**src/rtl/biquad_cascade_sched_if.sv**
```systemverilog
// Bundles the sample, coefficient, MAC and result signals of biquad_cascade_sched.
// slave is the scheduler's view; master is the surrounding environment's view.
interface biquad_cascade_sched_if #(
    parameter int NSTAGE = 4
);
    localparam int AW = $clog2(NSTAGE) + 3;

    logic          l_r_clk;
    logic [15:0]   sample_in;
    logic          coef_we;
    logic [AW-1:0] coef_addr;
    logic [15:0]   coef_wdata;
    logic [15:0]   mac_a;
    logic [15:0]   mac_b;
    logic          mac_ce;
    logic          mac_clr;
    logic [31:0]   mac_result;
    logic [15:0]   out_sample;
    logic          out_ch;
    logic          out_valid;
    logic          busy;
    logic          overrun;

    modport slave (
        input  l_r_clk, sample_in, coef_we, coef_addr, coef_wdata, mac_result,
        output mac_a, mac_b, mac_ce, mac_clr, out_sample, out_ch, out_valid, busy, overrun
    );

    modport master (
        output l_r_clk, sample_in, coef_we, coef_addr, coef_wdata, mac_result,
        input  mac_a, mac_b, mac_ce, mac_clr, out_sample, out_ch, out_valid, busy, overrun
    );
endinterface

```
**src/rtl/biquad_cascade_sched.sv**
```systemverilog
// Time-multiplexes one external MAC across NSTAGE stereo Q2.14 biquads; out_valid lands 1+NSTAGE*(7+MAC_LAT)
// cycles after the pending sample is seen. One-deep capture buffer: a sample arriving while it is full is dropped and sets overrun.
module biquad_cascade_sched #(
    parameter int NSTAGE  = 4,
    parameter int MAC_LAT = 2
) (
    input  logic                  clk,
    input  logic                  reset,
    biquad_cascade_sched_if.slave bus
);
    localparam int AW = $clog2(NSTAGE) + 3;
    localparam int SW = (NSTAGE > 1) ? $clog2(NSTAGE) : 1;

    typedef enum logic [2:0] {S_IDLE, S_LOAD, S_MAC, S_DRAIN, S_WB, S_DONE} state_t;

    state_t          state_q, state_d;
    logic            sync1_q, sync1_d, sync2_q, sync2_d, sync3_q, sync3_d;
    logic            pend_vld_q, pend_vld_d, pend_ch_q, pend_ch_d;
    logic [15:0]     pend_dat_q, pend_dat_d;
    logic            overrun_q, overrun_d;
    logic [SW-1:0]   stage_q, stage_d;
    logic [7:0]      cnt_q, cnt_d;
    logic            ch_q, ch_d;
    logic [15:0]     xin_q, xin_d;
    logic [15:0]     out_sample_q, out_sample_d;
    logic            out_ch_q, out_ch_d;
    logic [15:0]     shadow_q [NSTAGE][5];
    logic [15:0]     shadow_d [NSTAGE][5];
    logic [15:0]     active_q [NSTAGE][5];
    logic [15:0]     active_d [NSTAGE][5];
    logic [15:0]     x1_q [2][NSTAGE], x1_d [2][NSTAGE];
    logic [15:0]     x2_q [2][NSTAGE], x2_d [2][NSTAGE];
    logic [15:0]     y1_q [2][NSTAGE], y1_d [2][NSTAGE];
    logic [15:0]     y2_q [2][NSTAGE], y2_d [2][NSTAGE];

    logic            edge_pulse, pop;
    logic [15:0]     tap_coef, tap_data, y_wb;
    logic [16:0]     rnd;
    logic            unused_mac_lsbs;

    function automatic logic [15:0] neg_sat(input logic [15:0] v);
        return (v == 16'h8000) ? 16'h7FFF : (~v + 16'd1);
    endfunction

    assign edge_pulse      = sync2_q ^ sync3_q;
    assign unused_mac_lsbs = ^bus.mac_result[12:0];

    // Feedback taps carry negated a1/a2 so the accumulator only ever adds.
    always_comb begin
        tap_coef = '0;
        tap_data = '0;
        case (cnt_q[2:0])
            3'd0:    begin tap_coef = active_q[stage_q][0];          tap_data = xin_q;               end
            3'd1:    begin tap_coef = active_q[stage_q][1];          tap_data = x1_q[ch_q][stage_q]; end
            3'd2:    begin tap_coef = active_q[stage_q][2];          tap_data = x2_q[ch_q][stage_q]; end
            3'd3:    begin tap_coef = neg_sat(active_q[stage_q][3]); tap_data = y1_q[ch_q][stage_q]; end
            default: begin tap_coef = neg_sat(active_q[stage_q][4]); tap_data = y2_q[ch_q][stage_q]; end
        endcase
    end

    // Q4.28 -> Q2.14 with round-half-up; the rounding carry can only overflow toward +full-scale.
    always_comb begin
        rnd  = {bus.mac_result[29], bus.mac_result[29:14]} + {16'd0, bus.mac_result[13]};
        y_wb = rnd[15:0];
        if (bus.mac_result[31:29] != 3'b000 && bus.mac_result[31:29] != 3'b111)
            y_wb = bus.mac_result[31] ? 16'h8000 : 16'h7FFF;
        else if (rnd[16] != rnd[15])
            y_wb = rnd[16] ? 16'h8000 : 16'h7FFF;
    end

    always_comb begin
        state_d      = state_q;
        sync1_d      = bus.l_r_clk;
        sync2_d      = sync1_q;
        sync3_d      = sync2_q;
        pend_vld_d   = pend_vld_q;
        pend_ch_d    = pend_ch_q;
        pend_dat_d   = pend_dat_q;
        overrun_d    = overrun_q;
        stage_d      = stage_q;
        cnt_d        = cnt_q;
        ch_d         = ch_q;
        xin_d        = xin_q;
        out_sample_d = out_sample_q;
        out_ch_d     = out_ch_q;
        shadow_d     = shadow_q;
        active_d     = active_q;
        x1_d         = x1_q;
        x2_d         = x2_q;
        y1_d         = y1_q;
        y2_d         = y2_q;
        pop          = 1'b0;

        case (state_q)
            S_IDLE: if (pend_vld_q) begin
                pop      = 1'b1;
                state_d  = S_LOAD;
                stage_d  = '0;
                ch_d     = pend_ch_q;
                xin_d    = pend_dat_q;
                active_d = shadow_q;
            end
            S_LOAD: begin
                state_d = S_MAC;
                cnt_d   = '0;
            end
            S_MAC: begin
                cnt_d = cnt_q + 8'd1;
                if (cnt_q == 8'd4) begin
                    cnt_d   = '0;
                    state_d = (MAC_LAT == 0) ? S_WB : S_DRAIN;
                end
            end
            S_DRAIN: begin
                cnt_d = cnt_q + 8'd1;
                if (cnt_q == 8'(MAC_LAT - 1)) begin
                    cnt_d   = '0;
                    state_d = S_WB;
                end
            end
            S_WB: begin
                x2_d[ch_q][stage_q] = x1_q[ch_q][stage_q];
                x1_d[ch_q][stage_q] = xin_q;
                y2_d[ch_q][stage_q] = y1_q[ch_q][stage_q];
                y1_d[ch_q][stage_q] = y_wb;
                if (stage_q == SW'(NSTAGE - 1)) begin
                    state_d      = S_DONE;
                    out_sample_d = y_wb;
                    out_ch_d     = ch_q;
                end else begin
                    state_d = S_LOAD;
                    stage_d = stage_q + SW'(1);
                    xin_d   = y_wb;
                end
            end
            S_DONE:  state_d = S_IDLE;
            default: state_d = S_IDLE;
        endcase

        // The slot freed by a pop this cycle is immediately reusable.
        if (edge_pulse) begin
            if (!pend_vld_q || pop) begin
                pend_vld_d = 1'b1;
                pend_dat_d = bus.sample_in;
                pend_ch_d  = sync2_q;
            end else begin
                overrun_d = 1'b1;
            end
        end else if (pop) begin
            pend_vld_d = 1'b0;
        end

        for (int s = 0; s < NSTAGE; s++)
            for (int i = 0; i < 5; i++)
                if (bus.coef_we && bus.coef_addr == AW'(s * 8 + i))
                    shadow_d[s][i] = bus.coef_wdata;
    end

    always_ff @(posedge clk or posedge reset) begin
        if (reset) begin
            state_q      <= S_IDLE;
            sync1_q      <= 1'b0;
            sync2_q      <= 1'b0;
            sync3_q      <= 1'b0;
            pend_vld_q   <= 1'b0;
            pend_ch_q    <= 1'b0;
            pend_dat_q   <= '0;
            overrun_q    <= 1'b0;
            stage_q      <= '0;
            cnt_q        <= '0;
            ch_q         <= 1'b0;
            xin_q        <= '0;
            out_sample_q <= '0;
            out_ch_q     <= 1'b0;
            for (int s = 0; s < NSTAGE; s++) begin
                for (int i = 0; i < 5; i++) begin
                    shadow_q[s][i] <= (i == 0) ? 16'h4000 : 16'h0000;
                    active_q[s][i] <= (i == 0) ? 16'h4000 : 16'h0000;
                end
                for (int c = 0; c < 2; c++) begin
                    x1_q[c][s] <= '0;
                    x2_q[c][s] <= '0;
                    y1_q[c][s] <= '0;
                    y2_q[c][s] <= '0;
                end
            end
        end else begin
            state_q      <= state_d;
            sync1_q      <= sync1_d;
            sync2_q      <= sync2_d;
            sync3_q      <= sync3_d;
            pend_vld_q   <= pend_vld_d;
            pend_ch_q    <= pend_ch_d;
            pend_dat_q   <= pend_dat_d;
            overrun_q    <= overrun_d;
            stage_q      <= stage_d;
            cnt_q        <= cnt_d;
            ch_q         <= ch_d;
            xin_q        <= xin_d;
            out_sample_q <= out_sample_d;
            out_ch_q     <= out_ch_d;
            shadow_q     <= shadow_d;
            active_q     <= active_d;
            x1_q         <= x1_d;
            x2_q         <= x2_d;
            y1_q         <= y1_d;
            y2_q         <= y2_d;
        end
    end

    assign bus.mac_ce     = (state_q == S_MAC);
    assign bus.mac_clr    = (state_q == S_LOAD);
    assign bus.mac_a      = (state_q == S_MAC) ? tap_coef : 16'h0000;
    assign bus.mac_b      = (state_q == S_MAC) ? tap_data : 16'h0000;
    assign bus.out_valid  = (state_q == S_DONE);
    assign bus.busy       = (state_q != S_IDLE);
    assign bus.out_sample = out_sample_q;
    assign bus.out_ch     = out_ch_q;
    assign bus.overrun    = overrun_q;
endmodule

```
**src/flat_wrapper.sv**
```systemverilog
// flat-port wrapper written by rule: the top's interface ports become plain ports
module biquad_cascade_sched_flat 
#(
    parameter int NSTAGE  = 4,
    parameter int MAC_LAT = 2
)
  (clk, reset, bus_l_r_clk, bus_sample_in, bus_coef_we, bus_coef_addr, bus_coef_wdata, bus_mac_result, bus_mac_a, bus_mac_b, bus_mac_ce, bus_mac_clr, bus_out_sample, bus_out_ch, bus_out_valid, bus_busy, bus_overrun);
  biquad_cascade_sched_if #(.NSTAGE(NSTAGE)) bus_i ();
  input  logic clk;
  input  logic reset;
  input wire logic [$bits(bus_i.l_r_clk)-1:0] bus_l_r_clk;
  input wire logic [$bits(bus_i.sample_in)-1:0] bus_sample_in;
  input wire logic [$bits(bus_i.coef_we)-1:0] bus_coef_we;
  input wire logic [$bits(bus_i.coef_addr)-1:0] bus_coef_addr;
  input wire logic [$bits(bus_i.coef_wdata)-1:0] bus_coef_wdata;
  input wire logic [$bits(bus_i.mac_result)-1:0] bus_mac_result;
  output wire logic [$bits(bus_i.mac_a)-1:0] bus_mac_a;
  output wire logic [$bits(bus_i.mac_b)-1:0] bus_mac_b;
  output wire logic [$bits(bus_i.mac_ce)-1:0] bus_mac_ce;
  output wire logic [$bits(bus_i.mac_clr)-1:0] bus_mac_clr;
  output wire logic [$bits(bus_i.out_sample)-1:0] bus_out_sample;
  output wire logic [$bits(bus_i.out_ch)-1:0] bus_out_ch;
  output wire logic [$bits(bus_i.out_valid)-1:0] bus_out_valid;
  output wire logic [$bits(bus_i.busy)-1:0] bus_busy;
  output wire logic [$bits(bus_i.overrun)-1:0] bus_overrun;
  assign bus_i.l_r_clk = bus_l_r_clk;
  assign bus_i.sample_in = bus_sample_in;
  assign bus_i.coef_we = bus_coef_we;
  assign bus_i.coef_addr = bus_coef_addr;
  assign bus_i.coef_wdata = bus_coef_wdata;
  assign bus_i.mac_result = bus_mac_result;
  assign bus_mac_a = bus_i.mac_a;
  assign bus_mac_b = bus_i.mac_b;
  assign bus_mac_ce = bus_i.mac_ce;
  assign bus_mac_clr = bus_i.mac_clr;
  assign bus_out_sample = bus_i.out_sample;
  assign bus_out_ch = bus_i.out_ch;
  assign bus_out_valid = bus_i.out_valid;
  assign bus_busy = bus_i.busy;
  assign bus_overrun = bus_i.overrun;
  biquad_cascade_sched #(.NSTAGE(NSTAGE), .MAC_LAT(MAC_LAT)) u_core (.clk(clk), .reset(reset), .bus(bus_i));
endmodule
```
**config.mk**
```make
export PLATFORM = sky130hd
export DESIGN_NAME = biquad_cascade_sched_flat
export DESIGN_NICKNAME = d
export VERILOG_FILES = /design/src/rtl/biquad_cascade_sched_if.sv /design/src/rtl/biquad_cascade_sched.sv /design/src/flat_wrapper.sv
export SDC_FILE = /design/constraint.sdc
export NUM_CORES = 2
export LEC_CHECK = 0
export BUFFER_PORTS_ARGS = -buffer_cell sky130_fd_sc_hd__buf_2
export CORE_ASPECT_RATIO = 0.9
export CORE_UTILIZATION = 32
export CTS_CLUSTER_SIZE = 8
export DETAILED_ROUTE_END_ITERATION = 7
export PLACE_DENSITY = 0.51
export SLEW_MARGIN = 10
export SYNTH_ARGS = -nofsm -noshare
export SYNTH_HDL_FRONTEND = slang
export SYNTH_SLANG_ARGS = --single-unit
```
**constraint.sdc**
```tcl
create_clock -name clk -period 91.9 [get_ports clk]
set_input_delay 18.38 -clock clk [delete_from_list [all_inputs] [get_ports clk]]
set_output_delay 18.38 -clock clk [all_outputs]
set_load 0.01 [all_outputs]
```
# After elaboration in Yosys (flattened, before gate mapping)
# Cells that the tools add are included.
[word_totals]
regBits = 1221
output_inout_bits = 54
wordCells = 244
[op_classes]
addsub = 5
magnitude_cmp = 4
eq_ne = 39
n_mux = 64
n_bitwise = 6
reduce_logical = 40
[ops]
columns = ["operator", "n"]
rows = [
  ["two-way mux 64 bit", 13],
  ["bitwise mux 128 bit", 4],
  ["two-way mux 16 bit", 19],
  ["binary-select mux 80 bit (select 2 bit)", 1],
  ["two-way mux 80 bit", 2],
  ["binary-select mux 16 bit (select 2 bit)", 4],
  ["case mux 16 bit (4 select lines)", 2],
  ["demux 64 bit (select 1 bit)", 1],
  ["== test 5 bit, second input constant", 10],
  ["adder 16 x 1 -> 16 bit, second input constant", 2],
  ["demux 16 bit (select 2 bit)", 1],
  ["== test 16 bit, second input constant", 2],
  ["inverter 16 bit", 2],
  ["case mux 16 bit (2 select lines)", 1],
  ["== test 5 x 4 -> 1 bit, second input constant", 5],
  ["case mux 8 bit (3 select lines)", 1],
  ["logical AND 1 bit", 23],
  ["adder 16 x 2 -> 17 bit", 1],
  ["two-way mux 8 bit", 2],
  ["case mux 3 bit (5 select lines)", 1],
  ["== test 3 x 2 -> 1 bit, second input constant", 4],
  ["two-way mux 3 bit", 4],
  ["== test 5 x 2 -> 1 bit, second input constant", 2],
  ["AND reduction 2 bit", 5],
  ["other kinds (31)", 46],
]

# Longest topological paths before layout
[logic_depth]
word_depth = 9
depth_mapped = 14
mapped_depth_nobuf = 8

# Least setup slack after synthesis
# No wires, ideal clock.
[synth_path]
kind = "reg-to-output"
start = "reg u_core.stage_q[0]"
end = "out bus_mac_a[10]"
arrival_ns = 3.009
t_required_ns = 73.520
slack_ns = 70.511
stages_incl_launch_ff = 12
n_path_buf = 3
path_cell_list = "dfrtp_1 buf_4 buf_6 buf_6 mux4_2 inv_1 ha_1 and4_1 o211ai_1 nor4_1 xor2_1 a221oi_2"
[synth_via]
elab_chain_len = 9
[synth_lines]
columns = ["item", "line", "source"]
rows = [
  ["start, declared", "biquad_cascade_sched.sv:21", "logic [SW-1:0] stage_q, stage_d;"],
  ["start signal, assigned", "biquad_cascade_sched.sv:196", "stage_q <= stage_d;"],
  ["inverter 2 -> 3 bit (implied by the code) *", "-", ""],
  ["binary-select mux 80 bit (select 2 bit) *", "-", ""],
  ["two-way mux 80 bit (implied by the code) *", "biquad_cascade_sched.sv:55", "3'd2: begin tap_coef = active_q[stage_q][2]; tap_data = x2_q[ch_q][stage_q]; end"],
  ["two-way mux 80 bit (implied by the code) *", "biquad_cascade_sched.sv:54", "3'd1: begin tap_coef = active_q[stage_q][1]; tap_data = x1_q[ch_q][stage_q]; end"],
  ["inverter 16 bit", "biquad_cascade_sched.sv:42", "return (v == 16'h8000) ? 16'h7FFF : (~v + 16'd1);"],
  ["adder 16 x 1 -> 16 bit", "biquad_cascade_sched.sv:42", ""],
  ["two-way mux 16 bit", "biquad_cascade_sched.sv:42", ""],
  ["case mux 16 bit (4 select lines) *", "biquad_cascade_sched.sv:52", "case (cnt_q[2:0])"],
  ["two-way mux 16 bit *", "biquad_cascade_sched.sv:213", "assign bus.mac_a = (state_q == S_MAC) ? tap_coef : 16'h0000;"],
  ["end, declared", "flat_wrapper.sv:17", "output wire logic [$bits(bus_i.mac_a)-1:0] bus_mac_a;"],
]
# Mark *: on every way between the ends. The rest lies on a longest branch, timed or not. The select of a mux whose other input is x is not followed.

# Final worst setup path
[layout_path]
start = "reg u_core.stage_q[0]"
end = "out bus_mac_a[5]"
# Same word-level chain as after synthesis.

==> key figures <==
Synthesis
  • Post-synthesis compound-gate area fraction: 6.551%
  • Ys Warns: 0
  • Synth Area in Adders: 0.3090%
  • EDFF count, synth: 0
  • Most common cell in the netlist: dfrtp_1
  • Syn nets: 3980
  • Largest cells by area after synthesis: dfrtp_1 58%, mux2_2 17%, mux4_2 8.8%
  • Top cell type by total area after synthesis: dfrtp_1
  • Syn Area/Cell: 13.52 sq um
  • Mapped cell area: 0.05264 sq mm
  • Post-Synth XOR/XNOR Area: 0.5657%
  • Synth top area share: 57.67%
  • Synth Flop Type: dfrtp_1
  • Seq/Total Area, Yosys: 58.07%
  • Post-synthesis register bit count: 1221
  • Largest family of logic cells by synthesized area: multiplexers
  • Synth cell types: 59
  • Simple-Gate Fraction of Synth Area: 5.125%
  • Multiplexer area fraction after synthesis: 26.87%
  • Cell count after synthesis: 3894
  • Synth top cells by count: 1213 x dfrtp_1, 777 x mux2_2, 461 x nand2_1
  • Async set-reset flop share out of synthesis: 100.0%

Power and ir drop
  • Part of the power in registers: 40.6%
  • Int Pwr: 1.259 mW
  • Clk pwr share: 30.4%
  • Sw frac: 32.55%
  • Combinational power share: 29.0%
  • Final Power: 1.866 mW
  • Pwr dens: 31.07 mW/mm^2
  • Maximum vdd drop: 0.02173 mV
  • Leakage: 27.10 nW
  • Switch Pwr: 0.6074 mW

Timing
  • Setup TNS: 0 ns
  • Final worst-path cycle share: 26.14%
  • Fin. Hold Viols: 0
  • Tmin final: 24.02 ns
  • Final Max Slew Viols: 0
  • Final setup violation count: 0
  • PnR worst setup slack: 67.88 ns
  • Clock skew: 0.08895 ns
  • Worst Tran Pin Value: 1.214 ns
  • Max Freq: 0.04163 GHz
  • RSZ-0062 raised after global routing: no
  • Headroom to the max-slew limit: 18.31%

Setup path
  • CP Max Fanout: 80
  • Worst Path Required: 73.52 ns
  • Endpoint class of the critical path: output port
  • Startpoint Class: register
  • Arrival time at the worst endpoint: 5.64 ns
  • CP Class: reg2out

Layout
  • Layout Nets: 4027
  • Layout cell share with drive strength beyond 1: 35.23%
  • Area of the multi-input gates: 0.02089 sq mm
  • Fillers: 15630
  • Register area: 0.03058 sq mm
  • P&R area growth vs syn: 14.11%
  • Post-Layout Inst Area: 0.06006 sq mm

Floorplan
  • Die Wd: 429.5 microns
  • Core area: 0.1626 sq mm
  • Initial core utilization: 32.38%
  • Row count: 140
  • Die Ht: 386.8 microns
  • Die footprint: 0.1661 sq mm
  • I/O pins: 127

Placed design
  • DP HPWL: 76.21 mm
  • Dpl ws: 68.59 ns
  • Buffers added on ports: 113
  • RD Place Congestion: 0.7827
  • Area after DPL: 0.05535 sq mm

Global routing
  • Total track usage: 16.03%
  • Global route total overflow: 0
  • Largest net degree at the start of global routing: 159
  • Vias in the first global route: 32110
  • First-pass GRT wire length: 205.4 mm
  • Initial antenna violation count: 4

Route
  • Final ANT Viol Nets: 0
  • Average wire per standard cell: 21.61 microns
  • Final WL: 131.9 mm
  • DRT Pass-1 Iters: 7
  • DRC: 0
  • Routed vias: 31230
  • Vias per cell: 5.116
  • DR iter-0 viols: 1790

Clock network
  • Post-CTS sizing: 0
  • Worst-Skew Late Latency: 0.80 ns
  • CTS sink count: 1221
  • CTS Buf Count: 171
  • H-tree depth: 4
  • Root Driver: clkbuf_16
  • CTS Buffer Depth: 3
  • CTS tree: done
  • Reg clk slew, reported paths: 0.05 ns
  • CTS Hold Bufs: 0
  • Post-CTS setup buffers: 0

Run status
  • Status: completed

Job
  • Max-cap violations: 0

Worst hold path
  • Worst hold path class: reg2reg
-- through the flow --
stage	hold WS, ns	utilization (%)	std cells
6_report	0.4333	36.95	6104
5_1_grt	0.4681	36.95	6102
4_1_cts	0.4328	36.95	6101
3_5_place_dp	0.4378	34.05	5898
3_3_place_gp	0.4311	34.05	5898
2_1_floorplan	0.3312	-	3894
-- layout make-up --
cell class | count | share of cell area, %
clock buffer | 187 | 7.258
inverter | 22 | 0.1542
tap | 2130 | 4.437
multi-input combinational | 2346 | 34.77
timing repair buffer | 179 | 1.891
clock inverter | 16 | 0.5708
antenna | 3 | 0.01250
sequential | 1221 | 50.91
-- state kept, by name, indices dropped and copies added (netlist names), 2 cells and up --
name / flops
u_core.active_q: 320
u_core.bus.out_sample: 16
u_core.cnt_q: 8
u_core.pend_dat_q: 16
u_core.shadow_q: 320
u_core.stage_q: 2
u_core.state_q: 3
u_core.x1_q: 128
u_core.x2_q: 128
u_core.xin_q: 16
u_core.y1_q: 128
u_core.y2_q: 128
-- power by group through the flow --
stage | registers [mW] | clock network [mW] | logic [mW]
2_1_floorplan | 0.730 | 0 | 0.408
3_3_place_gp | 0.762 | 0 | 0.543
3_5_place_dp | 0.766 | 0 | 0.550
5_1_grt | 0.777 | 0.608 | 0.589
4_1_cts | 0.759 | 0.586 | 0.551
6_report | 0.758 | 0.567 | 0.542
-- logic make-up (layout without fill, tap and decap cells) --
kind of cell,Yosys count,count (layout)
compound gates,613,613
xor+xnor,34,34
fa+ha+maj,13,13
buf+inv,327,404
flops,1221,1221
mux,1055,1055
other cells,0,3
simple gates,631,631
-- layer usage --
metal | up-vias | wire length [microns] | GRT usage, % | part of all wire (%)
met5 | - | 0 | 0 | 0
met4 | 0 | 2723 | 4.442 | 2.1
met3 | 187 | 5023 | 2.801 | 3.8
met2 | 470 | 60560 | 24.60 | 46
met1 | 16510 | 63600 | 23.23 | 48
li1 | 14060 | - | - | -
-- placed cells by master, fill, tap and decap left out, types with 8 or more instances in the layout --
master	instances
a2111oi_0	16
a211oi_1	30
a21oi_1	29
a22o_1	13
and3_1	18
buf_2	113
buf_4	60
clkbuf_1	14
clkbuf_16	171
clkinv_16	8
dfrtp_1	1210
dfstp_2	8
ha_1	13
inv_1	19
mux2_2	777
mux2i_1	70
mux4_2	206
nand2_1	458
nand3_1	11
nor2_1	44
nor3_1	17
nor4_1	9
o21a_1	16
o21ai_0	448
o21ai_1	10
o22ai_1	16
or3_1	9
xnor2_1	19
xor2_1	15
-- critical path: stages, from the launching register on --
cell	delay, ns
dfrtp_4	0.62
buf_12	0.58
buf_12	0.50
mux4_2	0.64
or4_4	0.58
nor4_2	0.33
and2_1	0.52
o21ai_1	0.16
a221oi_1	0.54
buf_2	0.23
-- worst paths after layout --
kind | start | end | slack, ns | cells past startpoint
hold reg to reg | u_core.shadow_q[133] | u_core.active_q[133] | 0.43 | 1
hold / removal | u_core.shadow_q[133] | u_core.active_q[133] | 0.43 | 1
setup / recovery | u_core.stage_q[0] | bus_mac_a[5] | 67.88 | 9
max in group asynchronous | reset | u_core.active_q[43] | 70.43 | 6
setup reg to reg | u_core.state_q[0] | u_core.active_q[121] | 86.89 | 6
min in group asynchronous | reset | u_core.x1_q[22] | 17.78 | 2
Note: power is estimated with default switching activity, not from simulation.
